==> src/rtl/microwave_timer.sv <==
// Microwave countdown timer: keypad MM:SS entry, one-second BCD countdown while
// the magnetron is on, and a sticky done level back to the controller.
module microwave_timer #(
  parameter int TICKS_PER_SEC = 50_000_000
) (
  input  logic        clk,
  input  logic        resetn,
  input  logic        clearn,
  input  logic        mag_on,
  input  logic        key_valid,
  input  logic [3:0]  key_digit,
  output logic [15:0] time_bcd,
  output logic        timer_done,
  output logic        sec_tick
);

  localparam int PW = (TICKS_PER_SEC > 2) ? $clog2(TICKS_PER_SEC) : 1;
  localparam logic [PW-1:0] PRE_MAX = PW'(TICKS_PER_SEC - 1);

  logic [15:0]   time_q, time_d;
  logic          done_q, done_d;
  logic          tick_q, tick_d;
  logic [PW-1:0] pre_q,  pre_d;

  logic          key_ok;
  logic          time_zero;
  logic [15:0]   time_dec;

  // Borrow chain; sec_tens may hold an entered 6..9 and simply counts down
  function automatic logic [15:0] bcd_dec(input logic [15:0] t);
    logic [3:0] mt, mo, st, so;
    {mt, mo, st, so} = t;
    if (so != 4'd0) so = so - 4'd1;
    else begin
      so = 4'd9;
      if (st != 4'd0) st = st - 4'd1;
      else begin
        st = 4'd5;
        if (mo != 4'd0) mo = mo - 4'd1;
        else begin
          mo = 4'd9;
          mt = mt - 4'd1;
        end
      end
    end
    return {mt, mo, st, so};
  endfunction

  assign key_ok    = key_valid && !mag_on && (key_digit <= 4'd9);
  assign time_zero = (time_q == 16'h0000);
  assign time_dec  = bcd_dec(time_q);

  always_comb begin
    time_d = time_q;
    done_d = done_q;
    tick_d = 1'b0;
    pre_d  = pre_q;
    if (!clearn) begin
      time_d = 16'h0000;
      done_d = 1'b0;
      pre_d  = '0;
    end else if (key_ok) begin
      time_d = {time_q[11:0], key_digit};
      done_d = 1'b0;
      pre_d  = '0;
    end else if (!mag_on) begin
      pre_d = '0;
    end else if (time_zero) begin
      done_d = 1'b1;
      pre_d  = '0;
    end else if (pre_q == PRE_MAX) begin
      pre_d  = '0;
      tick_d = 1'b1;
      time_d = time_dec;
      if (time_dec == 16'h0000) done_d = 1'b1;
    end else begin
      pre_d = pre_q + 1'b1;
    end
  end

  always_ff @(posedge clk or negedge resetn) begin
    if (!resetn) begin
      time_q <= 16'h0000;
      done_q <= 1'b0;
      tick_q <= 1'b0;
      pre_q  <= '0;
    end else begin
      time_q <= time_d;
      done_q <= done_d;
      tick_q <= tick_d;
      pre_q  <= pre_d;
    end
  end

  assign time_bcd   = time_q;
  assign timer_done = done_q;
  assign sec_tick   = tick_q;

endmodule

==> config.mk <==
export PLATFORM = sky130hd
export DESIGN_NAME = microwave_timer
export DESIGN_NICKNAME = d
export VERILOG_FILES = /design/src/rtl/microwave_timer.sv
export SDC_FILE = /design/constraint.sdc
export NUM_CORES = 1
export LEC_CHECK = 0
export BUFFER_PORTS_ARGS = -buffer_cell sky130_fd_sc_hd__buf_2
export CAP_MARGIN = 20
export CORE_MARGIN = 3
export CORE_UTILIZATION = 24
export CTS_CLUSTER_DIAMETER = 50
export DETAILED_ROUTE_END_ITERATION = 7
export GPL_TIMING_DRIVEN = 0
export PLACE_DENSITY = 0.38
export SLEW_MARGIN = 20
export SYNTH_ARGS = -nofsm -noshare
export SYNTH_HDL_FRONTEND = slang
export SYNTH_SLANG_ARGS = --single-unit
==> constraint.sdc <==
create_clock -name clk -period 2.2 [get_ports clk]
set_input_delay 0.33 -clock clk [delete_from_list [all_inputs] [get_ports clk]]
set_output_delay 0.33 -clock clk [all_outputs]
set_load 0.02 [all_outputs]
Word-level counts from Yosys, hierarchy flattened
Index checks and enable logic that the tools add are counted.

Logic and storage cells: 56. Bits in registers: 44. Input port bits: 9. Output and inout port bits: 18.

Mux-type cells: 30. $add $sub $neg: 5. Reductions and logical operators: 10. Equal/unequal tests: 6. $lt $le $gt $ge: 1.

Operator list (count): $mux 26 (5); $mux 16 (5); $mux 4 (9); $logic_not 16->1 (2); $add 26x1->26 const B (1); $eq 26x26->1 const B (1); $sub 4x1->4 const B (4); $reduce_bool 4->1 (3); $mux 1 (11); $ne 4x1->1 const B (2); $ne 3x1->1 const B (2); $reduce_and 3->1 (2); $le 4x4->1 const B (1); $ne 3x3->1 const B (1); $logic_and 1x1->1 (2); $logic_not 1->1 (1).

Longest topological paths before layout
Gate-level depths: netlist of the first run.

Depth in word-level cells: 11. Mapped depth: 9. Gate-level depth less buffers: 6.

Worst setup path after synthesis of the first run
Ideal clock, no wire load.

Path kind: register -> register. Start point: register time_q[12], in the netlist time_bcd[12]. End point: register time_q[14], in the netlist time_bcd[14]. Path slack: -0.006 ns. Period minus slack after synthesis: 2.206 ns. Buffers on the path: 1. Data arrival time: 2.106 ns. Data required time: 2.100 ns. Stages on the path, launching flop included: 8. Setup time: 0.100 ns. Path through: dfrtp_1 -> inv_1 -> ha_1 -> and3_1 -> clkbuf_1 -> a2111o_1 -> or3_1 -> a311oi_1.

Word-level cells in the longest chain between the ends: 9. Elaborated cells on any way between the ends: 12. Classes of those cells: add/sub (1); eq/ne (1); mux (8); reduce/logical (2).

RTL lines: start, declared (line 20) `logic [15:0] time_q, time_d;`; start signal, assigned (line 88) `time_q <= time_d;`; $sub 4x1->4 (line 42) `mt = mt - 4'd1;`; $mux 4 (line 39) `if (mo != 4'd0) mo = mo - 4'd1;`; $mux 4 (line 36) `if (st != 4'd0) st = st - 4'd1;`; $mux 4 (line 33) `if (so != 4'd0) so = so - 4'd1;`; $mux 16 (line 71) `end else if (pre_q == PRE_MAX) begin`; $mux 16 (line 68) `end else if (time_zero) begin`; $mux 16 (line 66) `end else if (!mag_on) begin`; $mux 16 (line 62) `end else if (key_ok) begin`; $mux 16 (line 58) `if (!clearn) begin`.

Several ways; a longest one is shown, not always the timed one. The select of a mux whose other input is x is not followed. A chain may end at the register's enable or synchronous reset.

Worst setup path in the final report of the first run
Start point: register pre_q[10]. End point: register time_q[8], in the netlist time_bcd[8].

Word-level cells in the longest chain between the ends: 3.

RTL lines: start, declared (line 23) `logic [PW-1:0] pre_q, pre_d;`; start signal, assigned (line 91) `pre_q <= pre_d;`; $eq 26x26->1 (line 71); $ne 3x1->1 (no line); $reduce_and 3->1 (no line).

No other way between the ends.

==> run summary, run 1 <==
The flow ran to the end, and the final reports show no timing, DRC or antenna violations. The worst-case clock skew is 0.00808 ns. Setup repair after global routing could not meet its margin everywhere. For the worst endpoint required time, the log shows 2.41 ns. Static timing analysis puts the maximum clock frequency at 467 MHz. Synthesis inferred 44 register bits. Most numerous cell in the Yosys netlist: sky130_fd_sc_hd__nor2_1. After detailed placement, the design holds a cell count of 456. The uppermost metal layer occupied by signal nets was met4. Power comes to 1740 uW. The number of nets handed over by synthesis was 306. VDD sags by at most 0.182 mV.

Entering global routing, the biggest net connects 45 pins. The detail route stage leaves a number of antenna-violating nets equal to 0. TritonCTS created 5 clock buffers.

The worst setup path is of the reg2reg kind. The final critical path takes up 97.4% of the cycle. Minimum period implied by the final worst setup slack: 2.14 ns. At the pin with the least slew margin, the transition time is 0.604 ns.

The logs give 361 for the post-layout net count and 27 for the number of top-level pins. The number of different library cells used by synthesis comes to 50. Across the run, the number of max-cap violations was 0. Clock-pin slew was measured on the worst setup and hold paths at 0.09 ns. In this run the deepest clock path goes through 2 buffers. In the final routed layout, each cell accounts on average for 16.3 um. For the global routing usage summed across all routing layers, the log shows 13.3%. The wire length on met3 came out at 357 um.

The tools report the synthesis warning total as 0. The number of iterations in the first detailed-routing pass is 4, and the die span in x is 110 um. Via count: 2441. The vertical die dimension is 110 um. After technology mapping, the gate count stands at 294. Ranked by total cell area, the synthesized netlist is headed by sky130_fd_sc_hd__dfrtp_1 42%, sky130_fd_sc_hd__nor2_1 7.7%, sky130_fd_sc_hd__xnor2_1 5.4%.

The die covers 0.0121 mm2. In this run the core area contains 37 standard-cell rows. Initial antenna violation count: 0. The worst setup path is captured at a flip-flop. For this configuration, the core starts out at a cell density of 24.9%. Relative to the synthesized area, the layout overhead comes to 27.3%. The number of synthesized flops with an enable pin is 0.

The via count of the first global-routing pass came out at 2368. The worst path meets setup with 0.0578 ns of slack. Data on the critical path arrives at its endpoint at 2.35 ns.

Timing analysis after detailed placement gives a worst setup slack of -0.254 ns. After the first detailed-routing iteration, the DRC count stood at 105. The worst register-to-register path begins at pre_q[10]$_DFF_PN0_.

The number of hold buffers added after cts is 0. The clock net in this run drives a total of 44 sinks. The largest fanout on the critical path was 4; the met1 routed wirelength after detailed routing was 3920 um.

TritonCTS built the clock tree. The number of cells traversed by the worst register-to-register path works out to 5. The vias per cell was 5.02.

Summed over all layers, the global routing overflow is 0. Portion of synthesized cell area occupied by the leading cell type: 42.4%. The slowest stage of the critical path is the sky130_fd_sc_hd__dfrtp_1 cell.

The total length of routed wires is 7940 um, and the total power per unit cell area is 525 mW/mm2. The first global-routing pass estimated 12500 um of wire. The worst setup path is launched from a flip-flop. Setup violations remaining at the end of the flow were counted as 0. After legalization and detailed placement, the total HPWL measured 5150 um. The post-route non-filler standard cell count came out at 486. The mapped cell area is 0.00260 mm2.

The largest total area in the synthesized netlist belongs to sky130_fd_sc_hd__dfrtp_1. The later pin in the worst-skew pair is clocked with a latency of 0.31 ns. The antenna diode count was 0; the static power due to leakage was 0.00134 uW.

By count the netlist is led by 53 x sky130_fd_sc_hd__nor2_1, 44 x sky130_fd_sc_hd__dfrtp_1, 23 x sky130_fd_sc_hd__nand2_1, 17 x sky130_fd_sc_hd__nand3_1, 16 x sky130_fd_sc_hd__xnor2_1. For the placer's final routability congestion estimate, the log shows 0.787. The post-synthesis area per instance works out to 8.83 um2. Remaining routing DRC violations: 0. The flop-to-flop setup slack is 0.06 ns. Final number of hold-violating endpoints: 0. The tools report the met2 wire length as 3550 um. In this run the tool buffered the top-level ports with 26 buffer cells. In this design, the stage delay of the slowest critical-path cell is 0.47 ns.

The run gives 1116 as the number of inserted filler cells in the final layout. After synthesis, the share of flip-flops with an asynchronous set or reset is 100%. The worst min-delay path category is in2async. The dominant register cell in the synthesized netlist was sky130_fd_sc_hd__dfrtp_1. The endpoint identified for the worst register-to-register timing path is time_bcd[8]$_DFFE_PN0P_.

The tools report the root buffer selected by CTS as sky130_fd_sc_hd__clkbuf_8. Walking the worst path, the cells encountered are nor4bb_2 -> nand4b_1 -> a2111o_1 -> or3_1 -> a311oi_1. The tools report the sequential fraction of the synthesis area as 42.4%.

The floorplan step defined a core boundary enclosing 0.0104 mm2. The fraction of layout cells with a size suffix above 1 is 28.0%. The maximum level of the CTS H-tree is 2.

The max-slew violation total from the final report is 0, and the worst slew slack as a fraction of its limit is 59.7%. The critical path starts at pre_q[10]$_DFF_PN0_.
[per-stage QoR]
| step | instance area (um2) | TNS (ns) | utilization (%) | hold slack, ns |
|---|---|---|---|---|
| 2_1_floorplan | 2600 | 0 | - | 0.0344 |
| 5_1_grt | 3310 | -0.121 | 31.7 | 0.0696 |
| 3_3_place_gp | 2900 | -5.98 | 27.9 | 0.525 |
| 6_report | 3310 | 0 | 31.7 | 0.0274 |
| 4_1_cts | 3140 | -0.00822 | 30.2 | 0.257 |
| 3_5_place_dp | 2900 | -5.97 | 27.9 | 0.524 |
[where the power goes]
| part | total [uW] | switching, uW | internal (uW) |
|---|---|---|---|
| logic | 331 | 206 | 125 |
| registers | 848 | 21.9 | 826 |
| clock network | 558 | 302 | 256 |
[worst max-delay path, delay by kind of cell (launching register included)]
| family | cells | cell delay (ns) |
|---|---|---|
| AO/OA/AOI/OAI | 2 | 0.69 |
| AND/OR/NAND/NOR | 3 | 0.89 |
| flip-flops | 1 | 0.47 |
[metal layers]
metal / vias to the layer above / track usage (%)
met5: - / 0
met4: 0 / 3.56
met3: 10 / 2.33
met2: 49 / 19.8
met1: 1217 / 19.9
li1: 1165 / -
[worst max path at each step]
stage / to / slack, ns / depth (start not counted)
after floorplan: time_bcd[12]$_DFFE_PN0P_ / 0.01 / 7
after global placement: time_bcd[1]$_DFFE_PN0P_ / -0.28 / 7
after detailed placement: time_bcd[1]$_DFFE_PN0P_ / -0.25 / 8
after CTS: time_bcd[12]$_DFFE_PN0P_ / -0.008 / 5
after global routing: time_bcd[12]$_DFFE_PN0P_ / -0.04 / 6
final: time_bcd[8]$_DFFE_PN0P_ / 0.06 / 5
[flip-flops by register name, summed over array words and instances (netlist names)]
| name | cells |
|---|---|
| pre_q | 26 |
| sec_tick | 1 |
| time_bcd | 16 |
| timer_done | 1 |
[cells by family after synthesis]
group | share of synthesized area, %
XOR/XNOR | 8.43
AND/OR/NAND/NOR | 28.5
adder cells (fa/ha/maj) | 1.45
multiplexers | 0.819
AO/OA/AOI/OAI | 13.8
flip-flops | 42.4
buffers and inverters | 4.58
[final cells by class]
cell class	instances	area (um2)	area share [%]
inverter	11	41.3	1.25
multi-input combinational	225	1490	45.0
tap	136	170	5.15
buffer	12	95.1	2.88
timing repair buffer	50	308	9.31
sequential	44	1110	33.6
clock buffer	7	86.3	2.61
clock inverter	1	7.51	0.227
[repair_timing]
item	in CTS	in global routing
setup buffers	13	9
cloned	0	3
pin swaps	10	6
gates resized for setup	18	19
setup endpoints to repair	35	17
[cells in the final DEF, fill, tap and decap left out, drive strengths merged, types with 9 or more instances in the layout]
master,instances
nor3,12
nand3,17
dfrtp,44
inv,10
xnor2,16
nor2,53
a21oi,9
buf,57
xor2,9
clkbuf,12
o21ai,9
nand2,23
Power figures use the tool's default switching activity.
==> inputs of run 2 (changes only) <==
--- a/config.mk
+++ b/config.mk
@@ -5,14 +5,15 @@
 export SDC_FILE = /design/constraint.sdc
 export NUM_CORES = 1
 export LEC_CHECK = 0
-export BUFFER_PORTS_ARGS = -buffer_cell sky130_fd_sc_hd__buf_2
+export ABC_CLOCK_PERIOD_IN_PS = 2200
 export CAP_MARGIN = 20
-export CORE_MARGIN = 3
+export CORE_MARGIN = 10
 export CORE_UTILIZATION = 24
 export CTS_CLUSTER_DIAMETER = 50
 export DETAILED_ROUTE_END_ITERATION = 7
+export DONT_BUFFER_PORTS = 1
 export GPL_TIMING_DRIVEN = 0
-export PLACE_DENSITY = 0.38
+export PLACE_DENSITY = 0.35
 export SLEW_MARGIN = 20
 export SYNTH_ARGS = -nofsm -noshare
 export SYNTH_HDL_FRONTEND = slang
==> run 2 against run 1 <==
Net effect: the flow now finishes with violations (setup timing); critical path type unchanged; hold slack better by 0.23 ns; highest routed layer unchanged; register-to-register slack worse by 0.09 ns; largest cell class unchanged; global-route usage is 2.8 points lower; clock power is 3% lower; final area is 0.79% lower; clock skew is 0.00074 ns lower; power is 0.62% lower; utilization is 0.25 points lower; maximum frequency is 3.9% lower; sequential share of layout area is 0.57 points higher; sequential power is 3.1% higher.
==> run summary, run 2 (synthesized netlist as in run 1, its figures left out) <==
The flow ran to the end, but the final reports show violations. The final reports fail on setup timing. For the smallest setup slack after layout, the log shows -0.0297 ns (-0.0875 ns).

The final number of hold-violating endpoints was 0 (unchanged); the number of flip-flops in the largest register was 26 (unchanged). The total power per unit cell area was 526 mW/mm2 (+0.17%). The worst setup path is launched from a flip-flop. Via count: 2239 (-8.3%). The placeable core region was 0.0104 mm2 (unchanged); the met1 routed wirelength after detailed routing was 3870 um (-1.4%).

The latest clock arrival within the worst-skew pair is 0.30 ns (about the same). The largest register by flop count was pre_q. The remaining number of nets flagged by the antenna check after routing is 0 (unchanged). The initial antenna violation count was 0 (unchanged). The final critical-path share of the clock period came out at 101% (+4.0 points). The worst setup path is of the reg2reg kind. Setup repair after global routing could not meet its margin everywhere. The run gives 333 (-7.8%) as the post-layout net count. The measured slew at the worst slew-check pin is 0.649 ns (+0.0452 ns). In the layout the commonest cells are 51 x sky130_fd_sc_hd__nor2_1, 28 x sky130_fd_sc_hd__dfrtp_1, 20 x sky130_fd_sc_hd__nand2_1, 18 x sky130_fd_sc_hd__buf_4, 17 x sky130_fd_sc_hd__nand3_1.

The worst min-delay path category is in2reg. The tools report the setup TNS after final layout as -0.0667 ns (-0.0667 ns). The global routing usage summed across all routing layers is 10.5% (-2.8 points). The tools report the wire length of the first global-routing pass as 12600 um (+0.94%). The number of cells after detailed placement was 430 (-5.7%); the upper clock frequency limit was 448 MHz (-3.9%). The tools report the max-slew violation total from the final report as 0 (unchanged).

The worst setup path is captured at a flip-flop. CTS placed an instance of sky130_fd_sc_hd__clkbuf_8 at the clock tree root. Total half-perimeter wirelength after legalization and detailed placement: 5230 um (+1.4%). The tools report the wire length on met3 as 396 um (+11%). The average wire per standard cell came out at 16.9 um (+3.2%). The commonest non-fill, non-tap cell in the layout was sky130_fd_sc_hd__nor2_1. The synthesis-to-finish area growth works out to 26.3%. The number of violations reported at the end of detailed-routing iteration 0 came out at 129 (+23%).

The number of buffers added by the clock tree synthesis step is 5 (unchanged). TritonCTS built the clock tree. For the maximum clock path buffer count, the log shows 2 (unchanged). The number of iterations in the first detailed-routing pass is 4 (unchanged), and the clock transition at the registers of the reported paths is 0.09 ns (about the same). The total length of routed wires was 7720 um (-2.8%).

The fraction of layout cells with a size suffix above 1 came out at 27.0% (-0.98 points). The antenna diode count was 0 (unchanged); the worst hold slack was 0.261 ns (+0.234 ns). The uppermost metal layer occupied by signal nets is met4. The tools report the placer's final routability congestion estimate as 0.724 (-7.9%).

For the max-cap check violation count, the log shows 0 (unchanged). The maximum level of the CTS H-tree is 2 (unchanged), and the worst-case clock skew is 0.00735 ns (-0.000738 ns). The worst endpoint required time is 2.39 ns (-0.02 ns), and the met2 wire length is 3420 um (-3.7%). The number of rows created at floorplan came out at 37 (unchanged). The initial standard-cell utilization of the core is 24.9% (unchanged), and the static power due to leakage is 0.00122 uW (-8.6%). The run gives 2.42 ns (+0.07 ns) as the arrival time at the worst endpoint. For the number of top-level pins, the log shows 27 (unchanged).

The minimum period implied by the final worst setup slack was 2.23 ns (+0.0875 ns). The run gives 45 (unchanged) as the maximum number of pins on one net before global-route repair. The tools report the via count of the first global-routing pass as 2227 (-6.0%). The post-route non-filler standard cell count was 458 (-5.8%); the largest fanout on the critical path was 8 (+4).

The number of inserted filler cells in the final layout was 1122 (+0.54%); the clock sink count was 44 (unchanged). The worst IR drop on VDD is 0.257 mV (+41%). The vertical die dimension was 124 um (+13%); the remaining global-route overflow was 0 (unchanged).

The total die area is 0.0154 mm2 (+27%). The setup violation total in the final timing report is 4 (+4), and the worst slew slack as a fraction of its limit is 56.7% (-3.0 points). The remaining routing DRC violations was 0 (unchanged); the vias per cell was 4.89 (-2.7%).

Die span in x: 124 um (+13%). Count of input and output buffers: 0 (-100%).
[run 2: cell types whose count changed in the layout (fill, tap and decap cells not counted), sizes merged]
cell and delta:
clkinvlp -1, buf -28, dlygate4sd3 +1, a2111o -1
clkbuf +1
[run 2: final cells by class]
class                      instances  area, um2  area share [%]
timing repair buffer              23        214            6.52
multi-input combinational        224       1540            47.0
tap                              136        170            5.19
buffer                            12        100            3.05
inverter                          11       41.3            1.26
clock buffer                       8       90.1            2.75
sequential                        44       1120            34.2
[run 2: repair_timing]
action / in CTS / in global routing
setup buffers: 18 / 2
endpoints found under the hold margin: 44 / 0
endpoints found under the setup margin: 40 / 33
resized for setup: 46 / 26
cloned: 1 / 0
pin swaps: 10 / 6
hold buffers: 2 / 0
[run 2: final timing paths]
| kind | startpoint | endpoint | slack, ns | cells past startpoint |
|---|---|---|---|---|
| worst max-delay path | time_bcd[3]$_DFFE_PN0P_ | time_bcd[14]$_DFFE_PN0P_ | -0.03 | 6 |
| worst min-delay path | key_digit[0] | time_bcd[0]$_DFFE_PN0P_ | 0.26 | 2 |
| worst max register to register | time_bcd[3]$_DFFE_PN0P_ | time_bcd[14]$_DFFE_PN0P_ | -0.03 | 6 |
| worst min register to register | pre_q[5]$_DFF_PN0_ | pre_q[5]$_DFF_PN0_ | 0.55 | 2 |
| max in group asynchronous | resetn | pre_q[7]$_DFF_PN0_ | 1.44 | 2 |
| min in group asynchronous | resetn | time_bcd[8]$_DFFE_PN0P_ | 0.53 | 2 |
[run 2: through the flow]
| step | util (%) | setup WS (ns) | power (uW) | instance area [um2] |
|---|---|---|---|---|
| global placement | 26.6 | -0.435 | 1100 | 2770 |
| global route | 31.5 | -0.139 | 1840 | 3280 |
| detailed placement | 26.6 | -0.416 | 1100 | 2770 |
| floorplan | - | 0.0115 | 1040 | 2600 |
| CTS | 30.5 | -0.0402 | 1730 | 3180 |
| finish | 31.5 | -0.0297 | 1730 | 3280 |
[run 2: worst max-delay path, cell delays in order, from the launching register on]
cell and delay [ns]:
sky130_fd_sc_hd__dfrtp_2 0.54, sky130_fd_sc_hd__nor4_4 0.09, sky130_fd_sc_hd__and3_1 0.20, sky130_fd_sc_hd__buf_6 0.13, sky130_fd_sc_hd__a2111o_2 0.53, sky130_fd_sc_hd__or3_1 0.35, sky130_fd_sc_hd__a311oi_2 0.28
[run 2: per-layer routing]
| layer | global-route usage (%) | up-vias |
|---|---|---|
| met5 | 0 | - |
| met4 | 2.73 | 0 |
| met3 | 2.85 | 2 |
| met2 | 15.5 | 32 |
| met1 | 14.8 | 1099 |
| li1 | - | 1106 |
[run 2: power by group]
part	total [uW]	internal (uW)	switching, uW
Clock	543	257	286
Sequential	874	827	47.4
Combinational	308	129	179
Total	1730	1210	513
